--- src/rtl/mc_ctrl_pkg.sv ---
// Shared types and encodings for the MIPS multi-cycle control unit.
// States, opcode/func constants, ALU operation codes and datapath select values.
package mc_ctrl_pkg;

    typedef enum logic [3:0] {
        S_FETCH,
        S_DECODE,
        S_R_EX,
        S_R_WB,
        S_MEM_ADDR,
        S_MEM_RD,
        S_MEM_WB,
        S_MEM_WR,
        S_BRANCH,
        S_JUMP,
        S_JAL,
        S_JR,
        S_IMM_EX,
        S_IMM_WB
    } state_t;

    localparam logic [5:0] OP_RTYPE = 6'b000000;
    localparam logic [5:0] OP_LW    = 6'b100011;
    localparam logic [5:0] OP_SW    = 6'b101011;
    localparam logic [5:0] OP_BEQ   = 6'b000100;
    localparam logic [5:0] OP_J     = 6'b000010;
    localparam logic [5:0] OP_JAL   = 6'b000011;
    localparam logic [5:0] OP_ADDI  = 6'b001000;
    localparam logic [5:0] OP_SLTI  = 6'b001010;

    localparam logic [5:0] FN_ADD = 6'b100000;
    localparam logic [5:0] FN_SUB = 6'b100010;
    localparam logic [5:0] FN_AND = 6'b100100;
    localparam logic [5:0] FN_OR  = 6'b100101;
    localparam logic [5:0] FN_SLT = 6'b101010;
    localparam logic [5:0] FN_JR  = 6'b001000;

    localparam logic [2:0] ALU_AND = 3'b000;
    localparam logic [2:0] ALU_OR  = 3'b001;
    localparam logic [2:0] ALU_ADD = 3'b010;
    localparam logic [2:0] ALU_SUB = 3'b110;
    localparam logic [2:0] ALU_SLT = 3'b111;

    localparam logic [1:0] SRCB_B      = 2'b00;
    localparam logic [1:0] SRCB_CONST  = 2'b01;
    localparam logic [1:0] SRCB_IMM    = 2'b10;
    localparam logic [1:0] SRCB_IMM_SH = 2'b11;

    localparam logic [1:0] PC_ALU    = 2'b00;
    localparam logic [1:0] PC_JUMP   = 2'b01;
    localparam logic [1:0] PC_ALUOUT = 2'b10;

endpackage

--- src/rtl/alu_op_decoder.sv ---
// R-type func field to ALU operation, with a flag for supported arithmetic funcs.
// Latency: combinational. Backpressure: none.
// JR is not reported valid here; the FSM recognises it separately.
module alu_op_decoder
    import mc_ctrl_pkg::*;
(
    input  logic [5:0] func,
    output logic [2:0] alu_op,
    output logic       func_valid
);

    always_comb begin
        alu_op     = ALU_ADD;
        func_valid = 1'b1;
        case (func)
            FN_ADD:  alu_op = ALU_ADD;
            FN_SUB:  alu_op = ALU_SUB;
            FN_AND:  alu_op = ALU_AND;
            FN_OR:   alu_op = ALU_OR;
            FN_SLT:  alu_op = ALU_SLT;
            default: func_valid = 1'b0;
        endcase
    end

endmodule

--- src/rtl/mc_control_fsm.sv ---
// Moore control FSM driving every select/enable of the MIPS multi-cycle datapath.
// Latency: outputs decode the registered state (plus zero in BRANCH); 2-5 cycles per instruction.
// Backpressure: none; MC_LINK_EN adds JAL/JR, otherwise they decode as illegal.
module mc_control_fsm
    import mc_ctrl_pkg::*;
(
    input  logic       clk,
    input  logic       reset,
    input  logic [5:0] opcode,
    input  logic [5:0] func,
    input  logic       zero,
    output logic       x,
    output logic       IorD,
    output logic       MemRead,
    output logic       MemWrite,
    output logic       IRWrite,
    output logic       RegWrite,
    output logic       RegDst,
    output logic       MemToReg,
    output logic       Sel1,
    output logic       Sel2,
    output logic       Sel3,
    output logic       ALUSrcA,
    output logic [1:0] ALUSrcB,
    output logic [2:0] ALUOperation,
    output logic [1:0] PCSrc,
    output logic       illegal
);

    state_t     state;
    state_t     next;
    logic [2:0] dec_op;
    logic       func_valid;

    alu_op_decoder u_alu_op_decoder (
        .func       (func),
        .alu_op     (dec_op),
        .func_valid (func_valid)
    );

    always_ff @(posedge clk) begin
        if (!reset) state <= S_FETCH;
        else        state <= next;
    end

    // Everything defaults to 0, so holding reset low silences all strobes.
    always_comb begin
        next         = S_FETCH;
        x            = 1'b0;
        IorD         = 1'b0;
        MemRead      = 1'b0;
        MemWrite     = 1'b0;
        IRWrite      = 1'b0;
        RegWrite     = 1'b0;
        RegDst       = 1'b0;
        MemToReg     = 1'b0;
        Sel1         = 1'b0;
        Sel2         = 1'b0;
        Sel3         = 1'b0;
        ALUSrcA      = 1'b0;
        ALUSrcB      = SRCB_B;
        ALUOperation = ALU_AND;
        PCSrc        = PC_ALU;
        illegal      = 1'b0;
        if (reset) begin
            case (state)
                S_FETCH: begin
                    MemRead      = 1'b1;
                    IRWrite      = 1'b1;
                    x            = 1'b1;
                    ALUSrcB      = SRCB_CONST;
                    ALUOperation = ALU_ADD;
                    next         = S_DECODE;
                end
                S_DECODE: begin
                    ALUSrcB      = SRCB_IMM_SH;
                    ALUOperation = ALU_ADD;
                    case (opcode)
                        OP_RTYPE: begin
`ifdef MC_LINK_EN
                            if (func == FN_JR) next = S_JR;
                            else
`endif
                            if (func_valid) next = S_R_EX;
                            else            illegal = 1'b1;
                        end
                        OP_LW, OP_SW:     next = S_MEM_ADDR;
                        OP_BEQ:           next = S_BRANCH;
                        OP_J:             next = S_JUMP;
`ifdef MC_LINK_EN
                        OP_JAL:           next = S_JAL;
`endif
                        OP_ADDI, OP_SLTI: next = S_IMM_EX;
                        default:          illegal = 1'b1;
                    endcase
                end
                S_R_EX: begin
                    ALUSrcA      = 1'b1;
                    ALUSrcB      = SRCB_B;
                    ALUOperation = dec_op;
                    next         = S_R_WB;
                end
                S_R_WB: begin
                    RegWrite = 1'b1;
                    RegDst   = 1'b1;
                end
                S_MEM_ADDR: begin
                    ALUSrcA      = 1'b1;
                    ALUSrcB      = SRCB_IMM;
                    ALUOperation = ALU_ADD;
                    next         = (opcode == OP_SW) ? S_MEM_WR : S_MEM_RD;
                end
                S_MEM_RD: begin
                    MemRead = 1'b1;
                    IorD    = 1'b1;
                    next    = S_MEM_WB;
                end
                S_MEM_WB: begin
                    RegWrite = 1'b1;
                    MemToReg = 1'b1;
                end
                S_MEM_WR: begin
                    MemWrite = 1'b1;
                    IorD     = 1'b1;
                end
                S_BRANCH: begin
                    ALUSrcA      = 1'b1;
                    ALUSrcB      = SRCB_B;
                    ALUOperation = ALU_SUB;
                    PCSrc        = PC_ALUOUT;
                    x            = zero;
                end
                S_JUMP: begin
                    PCSrc = PC_JUMP;
                    x     = 1'b1;
                end
`ifdef MC_LINK_EN
                // PC already holds PC+4 here, so it is the link value as-is.
                S_JAL: begin
                    PCSrc    = PC_JUMP;
                    x        = 1'b1;
                    RegWrite = 1'b1;
                    Sel1     = 1'b1;
                    Sel2     = 1'b1;
                end
                S_JR: begin
                    ALUSrcA      = 1'b1;
                    ALUSrcB      = SRCB_CONST;
                    Sel3         = 1'b1;
                    ALUOperation = ALU_ADD;
                    PCSrc        = PC_ALU;
                    x            = 1'b1;
                end
`endif
                S_IMM_EX: begin
                    ALUSrcA      = 1'b1;
                    ALUSrcB      = SRCB_IMM;
                    ALUOperation = (opcode == OP_SLTI) ? ALU_SLT : ALU_ADD;
                    next         = S_IMM_WB;
                end
                S_IMM_WB: begin
                    RegWrite = 1'b1;
                end
                default: next = S_FETCH;
            endcase
        end
    end

endmodule

--- config.mk ---
export PLATFORM = sky130hd
export DESIGN_NAME = mc_control_fsm
export DESIGN_NICKNAME = d
export VERILOG_FILES = /design/src/rtl/mc_ctrl_pkg.sv /design/src/rtl/alu_op_decoder.sv /design/src/rtl/mc_control_fsm.sv
export SDC_FILE = /design/constraint.sdc
export NUM_CORES = 1
export LEC_CHECK = 0
export ABC_AREA = 0
export BUFFER_PORTS_ARGS = -buffer_cell sky130_fd_sc_hd__buf_2
export CELL_PAD_IN_SITES_DETAIL_PLACEMENT = 1
export CELL_PAD_IN_SITES_GLOBAL_PLACEMENT = 1
export CORE_MARGIN = 3
export CORE_UTILIZATION = 30
export CTS_CLUSTER_SIZE = 25
export DETAILED_ROUTE_END_ITERATION = 10
export PLACE_DENSITY_LB_ADDON = 0.1
export SYNTH_ARGS = -nofsm -noshare
export SYNTH_HDL_FRONTEND = slang
export SYNTH_HIERARCHICAL = 1
export SYNTH_SLANG_ARGS = --single-unit
export TNS_END_PERCENT = 1
--- constraint.sdc ---
create_clock -name clk -period 1.71 [get_ports clk]
set_input_delay 0.2565 -clock clk [delete_from_list [all_inputs] [get_ports clk]]
set_output_delay 0.2565 -clock clk [all_outputs]
set_load 0.02 [all_outputs]
; Word level (Yosys, flattened, before mapping)
; Index checks and enable logic that the tools add are counted.
[classes]
eq_ne = 22
mux = 35
reduce_logical = 13
[op_table]
columns = cell, n
row1 = "6-bit == test, second input constant", 7
row2 = 3-bit one-hot mux with 4 select lines, 2
row3 = 4-bit one-hot mux with 6 select lines, 1
row4 = 1-bit two-way mux, 21
row5 = 4-bit one-hot mux with 5 select lines, 1
row6 = "4-bit by 3-bit == test with 1-bit output, second input constant", 4
row7 = "4-bit == test, second input constant", 4
row8 = "6-bit by 4-bit == test with 1-bit output, second input constant", 2
row9 = 2-bit OR reduction, 6
row10 = "4-bit by 2-bit == test with 1-bit output, second input constant", 2
row11 = 2-bit two-way mux, 4
row12 = "6-bit by 2-bit == test with 1-bit output, second input constant", 1
row13 = "6-bit by 3-bit == test with 1-bit output, second input constant", 1
row14 = 6-bit zero test, 1
row15 = 3-bit two-way mux, 2
row16 = 2-bit one-hot mux with 3 select lines, 1
row17 = 3-bit OR reduction, 2
row18 = 6-bit OR reduction, 1
row19 = 5-bit OR reduction, 1
row20 = "4-bit by 1-bit == test with 1-bit output, second input constant", 1
row21 = 4-bit zero test, 1
row22 = 1-bit one-hot mux with 2 select lines, 2
row23 = 2-bit one-hot mux with 2 select lines, 1
row24 = 4-bit OR reduction, 1
[word_totals]
ff_bits = 4
in_bits = 15
out_inout_bits = 20
wordCells = 71

; Depth between registers and ports, before layout
[logic_depth]
ltp_word = 7
mapped_depth = 5

; Hierarchy
; The synthesis kept the hierarchy.
[by_module_without_submodules]
columns = module, instances, cells_per_inst, area_each_um2, seq_area_each_um2
row1 = mc_control_fsm, 1, 86, 613.1, 80.1
row2 = alu_op_decoder, 1, 9, 86.3, 0.0

; Worst setup path before layout
; Ideal clock, no wire load.
[synth_path]
path_kind = register to output
from = register state[3]
to = output port ALUSrcA
t_arrival_ns = 1.405
required_time_ns = 1.454
setup_slack_ns = 0.048
path_stages_with_launch = 4
cell_sequence = dfxtp_1 > buf_4 > o21ai_0 > nor4b_1
[synth_between]
elab_chain_len = 4
[synth_rtl]
columns = element, line_no
row1 = "start, declared", mc_control_fsm.sv:30  ; state_t state;
row2 = "start signal, assigned", mc_control_fsm.sv:43  ; else state <= next;
row3 = "4-bit == test, or another cell as far along", mc_control_fsm.sv:66  ; case (state)
row4 = 4-bit OR reduction (no source line) *, --
row5 = 1-bit two-way mux *, mc_control_fsm.sv:66
row6 = 1-bit two-way mux *, mc_control_fsm.sv:65  ; if (reset) begin
row7 = "end, declared", mc_control_fsm.sv:23  ; output logic ALUSrcA,
; Every way passes the cells marked *; elsewhere a longest branch is shown, timed or not.

; Worst setup path in the final report
[layout_path]
from = input port func[4]
to = output port ALUOperation[1]
[layout_between]
elab_chain_len = 4
[layout_rtl]
columns = element, line_no
row1 = "start, declared", mc_control_fsm.sv:10  ; input logic [5:0] func,
row2 = 6-bit == test, alu_op_decoder.sv:15  ; case (func)
row3 = 3-bit one-hot mux with 4 select lines *, alu_op_decoder.sv:15
row4 = via dec_op[1], mc_control_fsm.sv:32  ; logic [2:0] dec_op;
row5 = 3-bit one-hot mux with 4 select lines *, mc_control_fsm.sv:66
row6 = 3-bit two-way mux *, mc_control_fsm.sv:65
row7 = "end, declared", mc_control_fsm.sv:25  ; output logic [2:0] ALUOperation,
; Mark *: on every way through the listed nets, which the timed path passes. The rest lies on a longest branch.

==> implementation parameters <==
Parameter                              Value

Status
  Violated checks    setup timing
  Status    finished with violations

Setup path
  Cells on worst reg2reg path    4
  Worst Path Required    1.45 ns
  Worst setup EP type    primary output
  Largest fanout on the critical path    3
  Endpoint arrival time on the critical path    between 1.5 and 2 ns
  Setup Crit Path Kind    input pin to primary output
  R2R Path Start    state[1]
  Terminus of the critical flop-to-flop path    state[1]
  Kind of launch point of the worst setup path    input pin
  Slack of the worst reg-to-reg path    between 0.4 and 0.5 ns

Layout
  Most common library cell in the layout ignoring fill and taps    buf_2
  Final Core Density    48.5%
  Top Registers    state x4
  Share of post-route cells with drive strength above 1    48.2%
  Commonest cells after routing, fill and taps aside    buf_2 (27), buf_4 (17), a21oi_1 (10)
  Net count, final    154
  Area growth from synthesis to final layout    44.4%
  Max reg flops    4
  Number of antenna cells inserted    0
  Register with the highest flop count    state
  Total of fill cells in the finished design    around 280

Clock network
  Clock Path Buffers    2
  Number of clock sinks    4
  Root cell of the clock tree    clkbuf_4
  Skew-Pair Late Insertion Delay    0.24 ns
  TritonCTS clock tree    built
  Post-CTS setup-driven buffer insertion count    0
  Number of buffers created by CTS    3
  Post-CTS clock slew at the launch and capture registers of the worst setup and hold paths    0.03 ns
  CTS H-tree depth    1

Synthesis
  Cell types occupying the most area after synthesis    dfxtp_1 (11%), a21oi_1 (7.2%), buf_4 (5.4%)
  Share of Yosys cell area claimed by the top area cell type    11.4%
  Dominant cell type by area after synthesis    dfxtp_1
  Number of synthesized register bits    4
  EDFF count, synth    0
  Fraction of the yosys area taken by sequential cells    between 10 and 15%
  Post-synthesis async set-or-reset flop share    0%
  Average footprint of a synthesized cell    7.36 µm²
  Unique masters post-synth    41
  Number of warnings reported in the yosys synthesis log    6
  Synthesized instance count    95
  Combined area of all synthesized cells    699 µm²
  Leading register cell type out of synthesis    dfxtp_1

Floorplanning
  Die outline height    54.3 µm
  X dimension of the die    54.3 µm
  Io pins    35
  Starting utilization of the core area    33.6%
  Std cell rows    16
  Core Footprint    about 0.0021 mm²
  Die area    just under 0.003 mm²

Route
  Total detailed-routing wirelength    2.36 mm
  Vias    872
  Iteration-0 DRC Markers    9
  Number of remaining DRC errors    0
  DR vias/cell    5.32
  Wirelength per Cell    14.4 µm
  Remaining number of nets flagged by the antenna check after routing    0
  First drt pass iteration count    4

Global routing
  Wire length of the first global-routing pass    3.73 mm
  Pin count of the biggest net entering global routing    21
  GRT Resource Usage Total    17.0%
  Initial antenna violation count    0
  Number of global-route vias before repair    847
  Remaining Overflow, GRT    0

Placed design
  Minimum setup slack after placement    -0.103 ns
  Count of buffers from port buffering    31
  Detailed Place HPWL    between 1.5 and 2 mm
  Final weighted congestion in routability-driven placement    0.771

Timing
  Share of the clock period used by the worst path after layout    103%
  RSZ-0062 raised after global routing    yes
  Minimum setup slack in the final design    -0.0560 ns
  Final number of max-transition violations    0
  Clock Skew    0.00342 ns
  WHS    0.341 ns
  Final sum of negative setup slack    -0.0695 ns
  Number of endpoints with negative hold slack in the final report    0
  Final setup viols    2
  Shortest period the worst path allows    ~1.8 ns
  Highest Clock Rate    0.566 GHz

Power and ir drop
  Relative contribution of sequential cells to total power    27.4%
  Power Dens Cells    376 mW/mm²
  Switching power summed over all nets    0.133 mW
  Largest vdd supply drop    between 200 and 250 µV
  Internal power    0.247 mW
  Overall Power    approximately 0.38 mW
  Switching fraction of total power    35.0%
  Combinational group share of total power    41.7%
  Lkg Pwr    ~0.46 nW
  Clock group share of total power    between 30 and 40%

Flow run
  Max-cap violations    0

Hold path
  Worst min-delay path category    input pin to flop
  Hold Crit Start    opcode[1]
  Hold Path Stages    3
  End of the worst hold path    state[0]
==> critical path, cell delays in order <==
cell,delay [ns]
buf_6,0.09
nand2b_4,0.14
or4b_4,0.48
nor3b_2,0.17
o21ai_1,0.14
a21oi_1,0.08
buf_4,0.16
==> area by class of cell <==
type,count,area (µm²),share of cell area [%]
multi-input cells,80,574,56.9
clock buffers,3,22.5,2.23
flip-flops and latches,4,86.3,8.55
well taps,27,33.8,3.35
inverters,5,18.8,1.86
repair buffers,45,274,27.1
==> cells by family (layout without fill, tap and decap cells) <==
logic type | after synthesis | after routing | synth area share, %
simple gates | 53 | 53 | 54.7
compound gates | 23 | 23 | 21.5
other cells | 1 | 3 | 0.536
buf+inv | 13 | 53 | 10.2
mux | 1 | 1 | 1.61
flops | 4 | 4 | 11.4
==> synthesized netlist by cell type, types with 3 or more instances <==
cell,number
o21ai_0,5
nor2_1,5
nand4_1,6
nor3_1,4
a21oi_1,10
buf_4,5
inv_1,5
buf_2,3
nor2b_1,5
dfxtp_1,4
nand2_1,5
nor3b_1,3
==> how the worst max path moves through the flow <==
stage,to,from,slack [ns]
after floorplan,ALUSrcA,state[3],0.05
after global placement,ALUOperation[1],func[4],-0.08
after detailed placement,ALUOperation[1],func[4],-0.10
after CTS,ALUOperation[1],func[4],-0.07
after global routing,ALUOperation[1],func[4],-0.11
final,ALUOperation[1],func[4],-0.06
==> routing by layer <==
metal | track usage, % | up-vias | share of wire [%]
met5 | 0 | - | 0
met4 | 4.56 | 0 | 0.34
met3 | 3.00 | 2 | 6.0
met2 | 27.7 | 30 | 47
met1 | 22.7 | 404 | 46
li1 | - | 436 | -
==> power by group through the flow <==
stage	Sequential [mW]	Combinational [mW]	Clock [mW]
after floorplan	0.101	0.0887	0
after global placement	0.105	0.147	0
after detailed placement	0.105	0.151	0
after CTS	0.105	0.155	0.123
after global routing	0.105	0.173	0.128
final	0.104	0.158	0.117
==> timing repair <==
action                     4_1_cts  5_1_grt
setup endpoints to repair        9        9
hold buffers                     0        0
pin swaps                        0        3
resized for setup                8        7
==> stage by stage <==
stage	cell area, µm²	instances
6_report	1010	164
3_3_place_gp	948	161
4_1_cts	990	164
5_1_grt	1010	164
2_1_floorplan	707	97
3_5_place_dp	948	161
(Power assumes the default switching activity.)
